[src/rtl/relu_ctrl_pkg.sv]
// rtl/relu_ctrl_pkg.sv - shared state encoding and default latencies for the ReLU stream controller
package relu_ctrl_pkg;

    typedef enum logic [1:0] {
        IDLE  = 2'd0,
        ISSUE = 2'd1,
        DRAIN = 2'd2,
        DONE  = 2'd3
    } ctrl_state_t;

    // Also consumed by the lane-bank wrapper so both sides agree on alignment.
    localparam int RD_LAT   = 1;
    localparam int RELU_LAT = 3;

endpackage

[src/rtl/ctrl_delay_line.sv]
// rtl/ctrl_delay_line.sv - fixed-depth shift register carrying write-side control alongside the ReLU pipeline
module ctrl_delay_line #(
    parameter int DEPTH = 4,
    parameter int WIDTH = 12
) (
    input  logic             clk,
    input  logic             rst_n,
    input  logic [WIDTH-1:0] din,
    output logic [WIDTH-1:0] dout
);

    logic [WIDTH-1:0] stage [DEPTH];

    always_ff @(posedge clk or negedge rst_n) begin
        if (!rst_n) begin
            for (int i = 0; i < DEPTH; i++) begin
                stage[i] <= '0;
            end
        end else begin
            stage[0] <= din;
            for (int i = 1; i < DEPTH; i++) begin
                stage[i] <= stage[i-1];
            end
        end
    end

    assign dout = stage[DEPTH-1];

endmodule

[src/rtl/relu_stream_ctrl.sv]
// rtl/relu_stream_ctrl.sv - issues Z reads and latency-aligned A writes for one activation command
module relu_stream_ctrl
    import relu_ctrl_pkg::*;
#(
    parameter int dataWidth   = 32,
    parameter int lanes       = 4,
    parameter int addrWidth   = 10,
    parameter int lenWidth    = 11,
    parameter int rdLatency   = RD_LAT,
    parameter int reluLatency = RELU_LAT
) (
    input  logic                 clk,
    input  logic                 rst,
    input  logic                 start,
    input  logic [lenWidth-1:0]  len,
    input  logic [addrWidth-1:0] srcBase,
    input  logic [addrWidth-1:0] dstBase,
    output logic                 busy,
    output logic                 done,
    output logic                 rdEn,
    output logic [addrWidth-1:0] rdAddr,
    output logic                 wrEn,
    output logic [addrWidth-1:0] wrAddr,
    output logic                 wrLast
);

    localparam int L        = rdLatency + reluLatency;
    localparam int DL_WIDTH = 2 + addrWidth;

    // Data width and lane count only describe the datapath this block steers.
    if (dataWidth <= 0 || lanes <= 0) begin : g_bad_datapath_params
    end

    ctrl_state_t          state, next_state;
    logic [lenWidth-1:0]  issue_cnt, last_idx;
    logic [addrWidth-1:0] src_q, dst_q;
    logic                 issue_last, accept;
    logic [DL_WIDTH-1:0]  dl_in, dl_out;
    logic                 out_valid, out_last;
    logic [addrWidth-1:0] out_offset;

    assign accept     = (state == IDLE) && start && (len != '0);
    assign issue_last = (issue_cnt == last_idx);

    always_ff @(posedge clk or negedge rst) begin
        if (!rst) begin
            state <= IDLE;
        end else begin
            state <= next_state;
        end
    end

    always_comb begin
        next_state = state;
        busy       = 1'b0;
        done       = 1'b0;
        rdEn       = 1'b0;
        case (state)
            IDLE: begin
                if (start) begin
                    next_state = (len == '0) ? DONE : ISSUE;
                end
            end
            ISSUE: begin
                busy = 1'b1;
                rdEn = 1'b1;
                if (issue_last) begin
                    next_state = DRAIN;
                end
            end
            DRAIN: begin
                busy = 1'b1;
                if (out_valid && out_last) begin
                    next_state = DONE;
                end
            end
            DONE: begin
                done       = 1'b1;
                next_state = IDLE;
            end
            default: next_state = IDLE;
        endcase
    end

    // The counter parks on the final index so both addresses hold between commands.
    always_ff @(posedge clk or negedge rst) begin
        if (!rst) begin
            issue_cnt <= '0;
            last_idx  <= '0;
            src_q     <= '0;
            dst_q     <= '0;
        end else if (accept) begin
            issue_cnt <= '0;
            last_idx  <= len - lenWidth'(1);
            src_q     <= srcBase;
            dst_q     <= dstBase;
        end else if (state == ISSUE && !issue_last) begin
            issue_cnt <= issue_cnt + lenWidth'(1);
        end
    end

    assign rdAddr = src_q + addrWidth'(issue_cnt);
    assign dl_in  = {rdEn, rdEn && issue_last, addrWidth'(issue_cnt)};

    ctrl_delay_line #(
        .DEPTH (L),
        .WIDTH (DL_WIDTH)
    ) u_delay (
        .clk   (clk),
        .rst_n (rst),
        .din   (dl_in),
        .dout  (dl_out)
    );

    assign {out_valid, out_last, out_offset} = dl_out;

    assign wrEn   = out_valid;
    assign wrLast = out_valid && out_last;
    assign wrAddr = dst_q + out_offset;

endmodule

[config.mk]
export PLATFORM = sky130hd
export DESIGN_NAME = relu_stream_ctrl
export DESIGN_NICKNAME = d
export VERILOG_FILES = /design/src/rtl/relu_ctrl_pkg.sv /design/src/rtl/ctrl_delay_line.sv /design/src/rtl/relu_stream_ctrl.sv
export SDC_FILE = /design/constraint.sdc
export NUM_CORES = 1
export LEC_CHECK = 0
export ABC_AREA = 0
export CAP_MARGIN = 20
export CORE_AREA = 2 2 96 89
export CTS_BUF_LIST = sky130_fd_sc_hd__clkbuf_8
export DETAILED_ROUTE_END_ITERATION = 6
export DIE_AREA = 0 0 98 91
export PLACE_DENSITY = 0.79
export SLEW_MARGIN = 20
export SYNTH_ARGS = -nofsm -noshare
export SYNTH_HDL_FRONTEND = slang
export SYNTH_SLANG_ARGS = --single-unit
[constraint.sdc]
create_clock -name clk -period 6.2 [get_ports clk]
set_input_delay 1.24 -clock clk [delete_from_list [all_inputs] [get_ports clk]]
set_output_delay 1.24 -clock clk [all_outputs]
set_load 0.005 [all_outputs]
==> results of run 1 <==
[per-stage QoR]
step / hold WS, ns / std cells / power (mW)
3_3_place_gp: 0.3316 / 549 / 1.814
5_1_grt: 0.3492 / 565 / 2.379
3_5_place_dp: 0.3347 / 549 / 1.850
6_report: 0.3444 / 565 / 2.210
2_1_floorplan: 0.3312 / 400 / 1.440
4_1_cts: 0.3410 / 565 / 2.231
[cells by family after synthesis]
logic type               synth area share, %
AO/OA/AOI/OAI                          9.562
multiplexers                           1.162
adder cells (fa/ha/maj)                8.486
XOR/XNOR                               6.916
buffers and inverters                  2.586
AND/OR/NAND/NOR                        17.81
flip-flops                             53.47
[area by class of cell]
type	count	area, µm²	share of cell area [%]
clock buffers	9	123.9	2.401
clock inverters	7	58.81	1.140
inverters	15	56.30	1.091
multi-input cells	283	1898	36.78
flip-flops and latches	92	2302	44.62
well taps	99	123.9	2.401
repair buffers	60	596.8	11.57
[worst register-to-register path: cells and delay by family, from the launching register on]
family | cells | cell delay, ns
compound gates | 2 | 0.68
fa+ha+maj | 1 | 0.17
buf+inv | 2 | 0.49
flops | 1 | 0.44
simple gates | 2 | 0.16
[power groups by stage]
stage / sequential, mW / combinational, mW / clock [mW]
after detailed placement: 0.882 / 0.967 / 0
final: 0.871 / 0.966 / 0.373
after global routing: 0.894 / 1.08 / 0.409
after global placement: 0.877 / 0.937 / 0
after floorplan: 0.849 / 0.591 / 0
after CTS: 0.871 / 0.978 / 0.381
[flip-flops by register name (all words and copies together), names as in the netlist]
register,count
last_idx,11
u_delay.dout,12
u_delay.stage,36
dst_q,10
issue_cnt,11
state,2
src_q,10
[worst paths after layout]
check,to,startpoint,slack [ns]
worst min-delay path,u_delay.stage[34],u_delay.stage[46],0.34
max in group asynchronous,dst_q[6],rst,4.71
worst min register to register,u_delay.stage[34],u_delay.stage[46],0.34
worst max-delay path,rdAddr[6],issue_cnt[0],2.10
min in group asynchronous,src_q[5],rst,0.95
worst max register to register,issue_cnt[5],state[0],4.15
[routing by layer]
metal  GRT usage, %  up-vias  wire, µm
li1               -     1500         -
met1          27.08     1436      3798
met2          31.34       81      3861
met3          3.618        9       367
met4          5.556        0        88
met5              0        -         0
[synthesized netlist by cell type, types with 3 or more instances]
library cell / number
and3_1: 9
nor2_1: 14
ha_1: 26
a21oi_1: 12
nand4_1: 8
buf_2: 5
o21ai_1: 7
dfrtp_1: 92
or4_1: 3
xnor2_1: 16
nor3_1: 8
nor2b_1: 3
a31o_1: 5
mux2i_1: 5
nor4_1: 6
a21o_1: 5
buf_4: 3
nand2b_1: 3
nand2_1: 87
xor2_1: 18
a31oi_1: 4
o21ai_0: 12
inv_1: 15
o21a_1: 4
==> flow_metrics.env, run 1 <==
export IMPL_crit_chain="ha_1, inv_1, fa_1, nor2b_1, o21a_1, o21ai_1, a211o_1, o311ai_1, clkdlybuf4s50_1"
export IMPL_cp_arrival_ns=2.86
export IMPL_cts_hold_buf=0
export IMPL_synth_top_flop_cell="dfrtp_1"
export IMPL_maxSlewHeadroom_pct=46.54
export IMPL_cts_clk_slew_worst_paths_ns=0.10
export IMPL_leakage_nw=2.581
export IMPL_grt_antenna_before_repair=0
export IMPL_layout_drive_gt1_share_pct=6.009
export IMPL_path_delay_family="adder cells"
export IMPL_synth_cells=400
export IMPL_diodes=0
export IMPL_finalSetupViolCount=0
export IMPL_post_route_period_util_pct=66.14
export IMPL_critical_path_slowest_cell="clkdlybuf4s50_1"
export IMPL_vias=3026
export IMPL_die_y_um=91
export IMPL_drt_wl_total_mm=8.116
export IMPL_grt_usage_pct=19.42
export IMPL_p_int_mw=1.409
export IMPL_hp_class="flop to flop"
export IMPL_hold_depth=0
export IMPL_outcome="complete, no violations"
export IMPL_clock_latency_ns=0.35
export IMPL_htreeDepth=3
export IMPL_vias_per_cell=5.356
export IMPL_wl_per_cell_um=14.36
export IMPL_synth_seq_cells=92
export IMPL_final_cell_area_um2=5160
export IMPL_die_w_um=98
export IMPL_placed_area_um2=4974
export IMPL_area_delta_synth_final_pct=19.85
export IMPL_max_cap_violations=0
export IMPL_p_sw_uw=800.9
export IMPL_cts_resized=0
export IMPL_synth_edff_count=0
export IMPL_drt_iter0_drc=151
export IMPL_cts_tree="yes"
export IMPL_ys_seq_area_share_pct=53.47
export IMPL_hold_viol=0
export IMPL_io_pins=59
export IMPL_fillers=621
export IMPL_fin_util_pct=65.53
export IMPL_cp_required_ns=4.96
export IMPL_crit_cells=9
export IMPL_portBuffers=58
export IMPL_synthArstFlopShare_pct=100.0
export IMPL_grt_max_degree=93
export IMPL_layout_commonest_cell="dfrtp_1"
export IMPL_start_kind="flop"
export IMPL_period_needed_ns=4.100
export IMPL_rows=31
export IMPL_clock_path_buffers=2
export IMPL_synth_top_cells_by_area="dfrtp_1 (53%), nand2_1 (7.6%), ha_1 (7.6%)"
export IMPL_ir_drop_uv=249.0
export IMPL_r2r_worst_path_cells=7
export IMPL_critPathBufInv=2
export IMPL_syn_nets=462
export IMPL_swShare_pct=36.25
export IMPL_gp_congestion=0.8279
export IMPL_antenna_left=0
export IMPL_postCtsSetupBuffers=0
export IMPL_syn_area_um2=4305
export IMPL_grt_pass1_wl_mm=13.93
export IMPL_cts_root_buf="clkbuf_8"
export IMPL_hpwl_mm=5.677
export IMPL_grt_overflow=0
export IMPL_tightestPinTransition_ns=0.8019
export IMPL_pre_cts_ws_ns=2.512
export IMPL_clock_sinks=92
export IMPL_fmax_ghz=0.2439
export IMPL_crit_path_end_kind="output pin"
export IMPL_crit_type="flop to output pin"
export IMPL_final_cell_mix="dfrtp_1 (92), nand2_1 (87), clkdlybuf4s50_1 (57)"
export IMPL_combPwrFrac_pct=43.7
export IMPL_dieArea_um2=8918
export IMPL_worstPathMaxFanout=7
export IMPL_tns_ns=0
export IMPL_sequentialPowerShare_pct=39.4
export IMPL_synth_top_area_share_pct=53.47
export IMPL_ys_types=45
export IMPL_cts_buffers=9
export IMPL_fin_nets=523
export IMPL_yosys_warnings=0
export IMPL_drc=0
export IMPL_skew_ns=0.01191
export IMPL_rsz0062_at_grt="false"
export IMPL_critPathMaxStageDelay_ns=0.56
export IMPL_coreArea_um2=7874
export IMPL_drt_first_pass_iters=4
export IMPL_setup_ws_ns=2.100
export IMPL_p_clk_share_pct=16.9
export IMPL_synth_top_cell_by_area="dfrtp_1"
export IMPL_maxSlewViolCount=0
export IMPL_start_util_pct=54.68
export IMPL_grt_pass1_vias=2938
export IMPL_power_density_nw_per_um2=428.2
export IMPL_syn_area_per_cell_um2=10.76
No activity file was read; power rests on OpenSTA's default activity.
==> run 2: changes to the inputs <==
Clock period 6.2 ns to 4.3 ns, I/O delays scaled along.
==> run 2 against run 1 <==
Net effect:
- first-iteration DRC count increased by 28%
- routed wire length increased by 1.7%
- power increased by 48%
- non-clock buffer count increased by 1
- final cell count increased by 0.18%
- critical path depth unchanged
- critical endpoint unchanged
==> flow_metrics.env, run 2 (synthesis results as in run 1) <==
export IMPL_hold_worst_slack_ns=0.3531
export IMPL_cp_arrival_ns=2.86
export IMPL_maxSlewViolCount=0
export IMPL_worstPathMaxFanout=7
export IMPL_grt_max_degree=93
export IMPL_timing_rr_end="last_idx[3]"
export IMPL_final_cell_area_um2=5199
export IMPL_pre_cts_ws_ns=1.006
export IMPL_largest_reg_flops=36
export IMPL_diodes=0
export IMPL_cts_buffers=9
export IMPL_drt_iter0_drc=194
export IMPL_portBuffers=58
export IMPL_clock_latency_ns=0.35
export IMPL_min_from="u_delay.stage[18]"
export IMPL_start_util_pct=54.68
export IMPL_grt_pass1_vias=3088
export IMPL_final_cell_mix="dfrtp_1 (92), nand2_1 (87), clkdlybuf4s50_1 (57)"
export IMPL_dieArea_um2=8918
export IMPL_outcome="complete, no violations"
export IMPL_hold_viol=0
export IMPL_p_int_mw=2.114
export IMPL_io_pins=59
export IMPL_power_total_mw=3.279
export IMPL_period_needed_ns=3.717
export IMPL_drc=0
export IMPL_swShare_pct=35.53
export IMPL_htreeDepth=3
export IMPL_p_sw_mw=1.165
export IMPL_drt_first_pass_iters=4
export IMPL_die_w_um=98
export IMPL_grt_pass1_wl_mm=14.25
export IMPL_crit_path_end_kind="output pin"
export IMPL_drt_wl_total_mm=8.252
export IMPL_area_delta_synth_final_pct=20.75
export IMPL_cts_resized=0
export IMPL_sequentialPowerShare_pct=38.4
export IMPL_cts_clk_slew_worst_paths_ns=0.09
export IMPL_regMostFlops="u_delay.stage"
export IMPL_cts_root_buf="clkbuf_8"
export IMPL_gp_congestion=0.8246
export IMPL_power_density_nw_per_um2=630.7
export IMPL_start_kind="flop"
export IMPL_ir_drop_uv=441.7
export IMPL_setup_ws_ns=0.5831
export IMPL_min_to="u_delay.dout[6]"
export IMPL_stdcell_count=566
export IMPL_clock_path_buffers=2
export IMPL_layout_commonest_cell="dfrtp_1"
export IMPL_rsz0062_at_grt="false"
export IMPL_combPwrFrac_pct=42.8
export IMPL_grt_usage_pct=19.61
export IMPL_finalSetupViolCount=0
export IMPL_antenna_left=0
export IMPL_wl_per_cell_um=14.58
export IMPL_tightestPinTransition_ns=1.069
export IMPL_vias=3079
export IMPL_postCtsSetupBuffers=0
export IMPL_coreArea_um2=7874
export IMPL_die_y_um=91
export IMPL_tns_ns=0
export IMPL_hold_depth=0
export IMPL_placed_area_um2=4981
export IMPL_rows=31
export IMPL_leakage_nw=2.604
export IMPL_fmax_ghz=0.2690
export IMPL_p_clk_share_pct=18.8
export IMPL_clock_sinks=92
export IMPL_hpwl_mm=5.842
export IMPL_worstReg2RegStart="state[0]"
export IMPL_cts_tree="yes"
export IMPL_hp_class="flop to flop"
export IMPL_max_cap_violations=0
export IMPL_cts_hold_buf=0
export IMPL_fin_nets=524
export IMPL_vias_per_cell=5.440
export IMPL_post_route_period_util_pct=86.44
export IMPL_layout_drive_gt1_share_pct=6.210
export IMPL_fin_util_pct=66.03
export IMPL_placedCellCount=550
export IMPL_grt_overflow=0
export IMPL_cp_required_ns=3.44
export IMPL_crit_type="flop to output pin"
export IMPL_r2r_worst_path_cells=6
export IMPL_maxSlewHeadroom_pct=28.53
export IMPL_r2r_slack_ns=2.09
export IMPL_grt_antenna_before_repair=0
export IMPL_skew_ns=0.01276
-- run 2: worst max-delay path, stage by stage (launching register included) --
cell	delay, ns
dfrtp_1	0.49
ha_1	0.22
inv_1	0.05
fa_1	0.39
nor2b_1	0.15
o21a_1	0.14
o21ai_1	0.10
a211o_1	0.31
o311ai_1	0.09
clkdlybuf4s50_1	0.56
-- run 2: per-layer routing --
layer  routed length, µm  vias up  GRT usage, %
met5                   0        -             0
met1                3828     1479         26.99
met4                 102        0         6.366
li1                    -     1499             -
met3                 378       14         3.310
met2                3942       87         31.91
-- run 2: area by class of cell --
cell class	instances	area, µm²
Clock inverter	6	76.32
Sequential cell	92	2302
Multi-Input combinational cell	283	1898
Inverter	15	56.30
Tap cell	99	123.9
Clock buffer	10	137.6
Fill cell	627	2675
Timing Repair Buffer	61	604.3
-- run 2: power by group through the flow --
stage	logic, mW	registers (mW)	clock network (mW)
2_1_floorplan	0.852	1.22	0
3_3_place_gp	1.36	1.26	0
3_5_place_dp	1.40	1.28	0
4_1_cts	1.41	1.26	0.628
5_1_grt	1.56	1.29	0.670
6_report	1.40	1.26	0.617
-- run 2: worst max path at each step --
stage | start | endpoint | slack, ns | cells after the start
floorplan | issue_cnt[3] | rdAddr[9] | 1.58 | 6
global placement | issue_cnt[0] | rdAddr[6] | 1.06 | 9
detailed placement | issue_cnt[3] | rdAddr[9] | 1.01 | 7
CTS | issue_cnt[0] | rdAddr[6] | 0.59 | 9
global route | issue_cnt[0] | rdAddr[6] | 0.37 | 9
finish | issue_cnt[0] | rdAddr[6] | 0.58 | 9
==> run 3: changes to the inputs <==
Settings changed: PLACE_DENSITY 0.79 to 0.85.
==> run 3 against run 2 <==
Net effect:
- register-to-register slack better by 0.15 ns
- final area is 0.87% lower
- count of clock-buffer cells in the layout is 1 lower
- setup slack better by 0.024 ns
- critical endpoint unchanged
==> flow_metrics.env, run 3 (synthesis results as in run 1) <==
export IMPL_outcome="complete, no violations"
export IMPL_combPwrFrac_pct=43.8
export IMPL_worstPathMaxFanout=7
export IMPL_period_needed_ns=3.693
export IMPL_maxSlewHeadroom_pct=45.90
export IMPL_post_route_period_util_pct=85.89
export IMPL_tns_ns=0
export IMPL_final_cell_mix="dfrtp_1 (92), nand2_1 (87), clkdlybuf4s50_1 (57)"
export IMPL_drt_wl_total_mm=7.784
export IMPL_cts_hold_buf=0
export IMPL_fin_nets=524
export IMPL_antenna_left=0
export IMPL_cp_arrival_ns=2.83
export IMPL_p_clk_share_pct=16.0
export IMPL_postCtsSetupBuffers=0
export IMPL_drc=0
export IMPL_critPathBufInv=2
export IMPL_hold_depth=0
export IMPL_power_density_nw_per_um2=606.7
export IMPL_power_total_mw=3.127
export IMPL_maxSlewViolCount=0
export IMPL_swShare_pct=35.34
export IMPL_grt_antenna_before_repair=0
export IMPL_leakage_nw=2.570
export IMPL_fin_util_pct=65.45
export IMPL_p_sw_mw=1.105
export IMPL_clock_sinks=92
export IMPL_cts_buffers=9
export IMPL_ir_drop_uv=380.9
export IMPL_critical_path_slowest_cell="clkdlybuf4s50_1"
export IMPL_drt_first_pass_iters=4
export IMPL_die_w_um=98
export IMPL_grt_usage_pct=18.56
export IMPL_io_pins=59
export IMPL_p_int_mw=2.022
export IMPL_portBuffers=58
export IMPL_path_delay_family="adder cells"
export IMPL_hp_class="flop to flop"
export IMPL_area_delta_synth_final_pct=19.70
export IMPL_placedCellCount=550
export IMPL_rows=31
export IMPL_hold_worst_slack_ns=0.3473
export IMPL_skew_ns=0.007739
export IMPL_clock_path_buffers=2
export IMPL_grt_pass1_vias=3038
export IMPL_grt_pass1_wl_mm=13.51
export IMPL_cts_clk_slew_worst_paths_ns=0.09
export IMPL_grt_overflow=0
export IMPL_vias=3013
export IMPL_cts_root_buf="clkbuf_8"
export IMPL_fillers=598
export IMPL_crit_path_end_kind="output pin"
export IMPL_crit_type="flop to output pin"
export IMPL_gp_congestion=0.9129
export IMPL_die_y_um=91
export IMPL_largest_reg_flops=36
export IMPL_start_util_pct=54.68
export IMPL_grt_max_degree=64
export IMPL_critPathMaxStageDelay_ns=0.55
export IMPL_vias_per_cell=5.333
export IMPL_stdcell_count=565
export IMPL_start_kind="flop"
export IMPL_layout_drive_gt1_share_pct=6.009
export IMPL_cp_required_ns=3.44
export IMPL_hpwl_mm=5.703
export IMPL_regMostFlops="u_delay.stage"
export IMPL_tightestPinTransition_ns=0.8090
export IMPL_cts_resized=0
export IMPL_coreArea_um2=7874
export IMPL_rsz0062_at_grt="false"
export IMPL_r2r_worst_path_cells=7
export IMPL_sequentialPowerShare_pct=40.2
export IMPL_layout_commonest_cell="dfrtp_1"
export IMPL_crit_cells=9
export IMPL_hold_viol=0
export IMPL_htreeDepth=3
export IMPL_diodes=0
export IMPL_dieArea_um2=8918
export IMPL_crit_chain="ha_1, inv_1, fa_1, nor2b_1, o21a_1, o21ai_1, a211o_1, o311ai_1, clkdlybuf4s50_1"
export IMPL_cts_tree="yes"
export IMPL_wl_per_cell_um=13.78
export IMPL_max_cap_violations=0
export IMPL_fmax_ghz=0.2708
export IMPL_finalSetupViolCount=0
export IMPL_clock_latency_ns=0.34
export IMPL_drt_iter0_drc=129
[run 3: area by class of cell]
class | instances | area [µm²] | area share [%]
Clock inverter | 6 | 48.80 | 0.9468
Clock buffer | 9 | 123.9 | 2.404
Sequential cell | 92 | 2302 | 44.67
Inverter | 15 | 56.30 | 1.092
Tap cell | 99 | 123.9 | 2.404
Multi-Input combinational cell | 283 | 1898 | 36.83
Timing Repair Buffer | 61 | 600.6 | 11.65
[run 3: routing by layer]
metal / global-route usage, % / share of wire (%) / vias to the layer above
li1: - / - / 1500
met1: 24.73 / 45 / 1424
met2: 30.65 / 49 / 81
met3: 3.849 / 5.2 / 8
met4: 6.019 / 1.1 / 0
met5: 0 / 0 / -
[run 3: final timing paths]
check                                   from                end  slack [ns]
setup reg to reg                    state[1]           src_q[1]        2.24
setup / recovery                issue_cnt[0]          rdAddr[6]        0.61
min in group asynchronous                rst           state[1]        0.58
hold / removal             u_delay.stage[21]    u_delay.dout[9]        0.35
hold reg to reg            u_delay.stage[21]    u_delay.dout[9]        0.35
max in group asynchronous                rst  u_delay.stage[16]        2.83
[run 3: metrics by stage]
stage	setup slack, ns	cell area (µm²)
floorplan	1.579	4305
global placement	1.068	4981
detailed placement	1.010	4981
CTS	0.6166	5154
global route	0.4483	5154
finish	0.6068	5154
[run 3: power groups by stage]
stage	Combinational (mW)	Sequential (mW)	Clock, mW
after floorplan	0.852	1.22	0
after global placement	1.34	1.26	0
after detailed placement	1.38	1.27	0
after CTS	1.39	1.26	0.515
after global routing	1.53	1.29	0.559
final	1.37	1.26	0.500
[run 3: worst register-to-register path, cell delays in order, from the launching register on]
cell     delay (ns)
dfrtp_1        0.41
inv_1          0.13
ha_1           0.17
nand2_1        0.08
a31oi_2        0.65
buf_4          0.37
nand2_1        0.08
o21ai_0        0.09
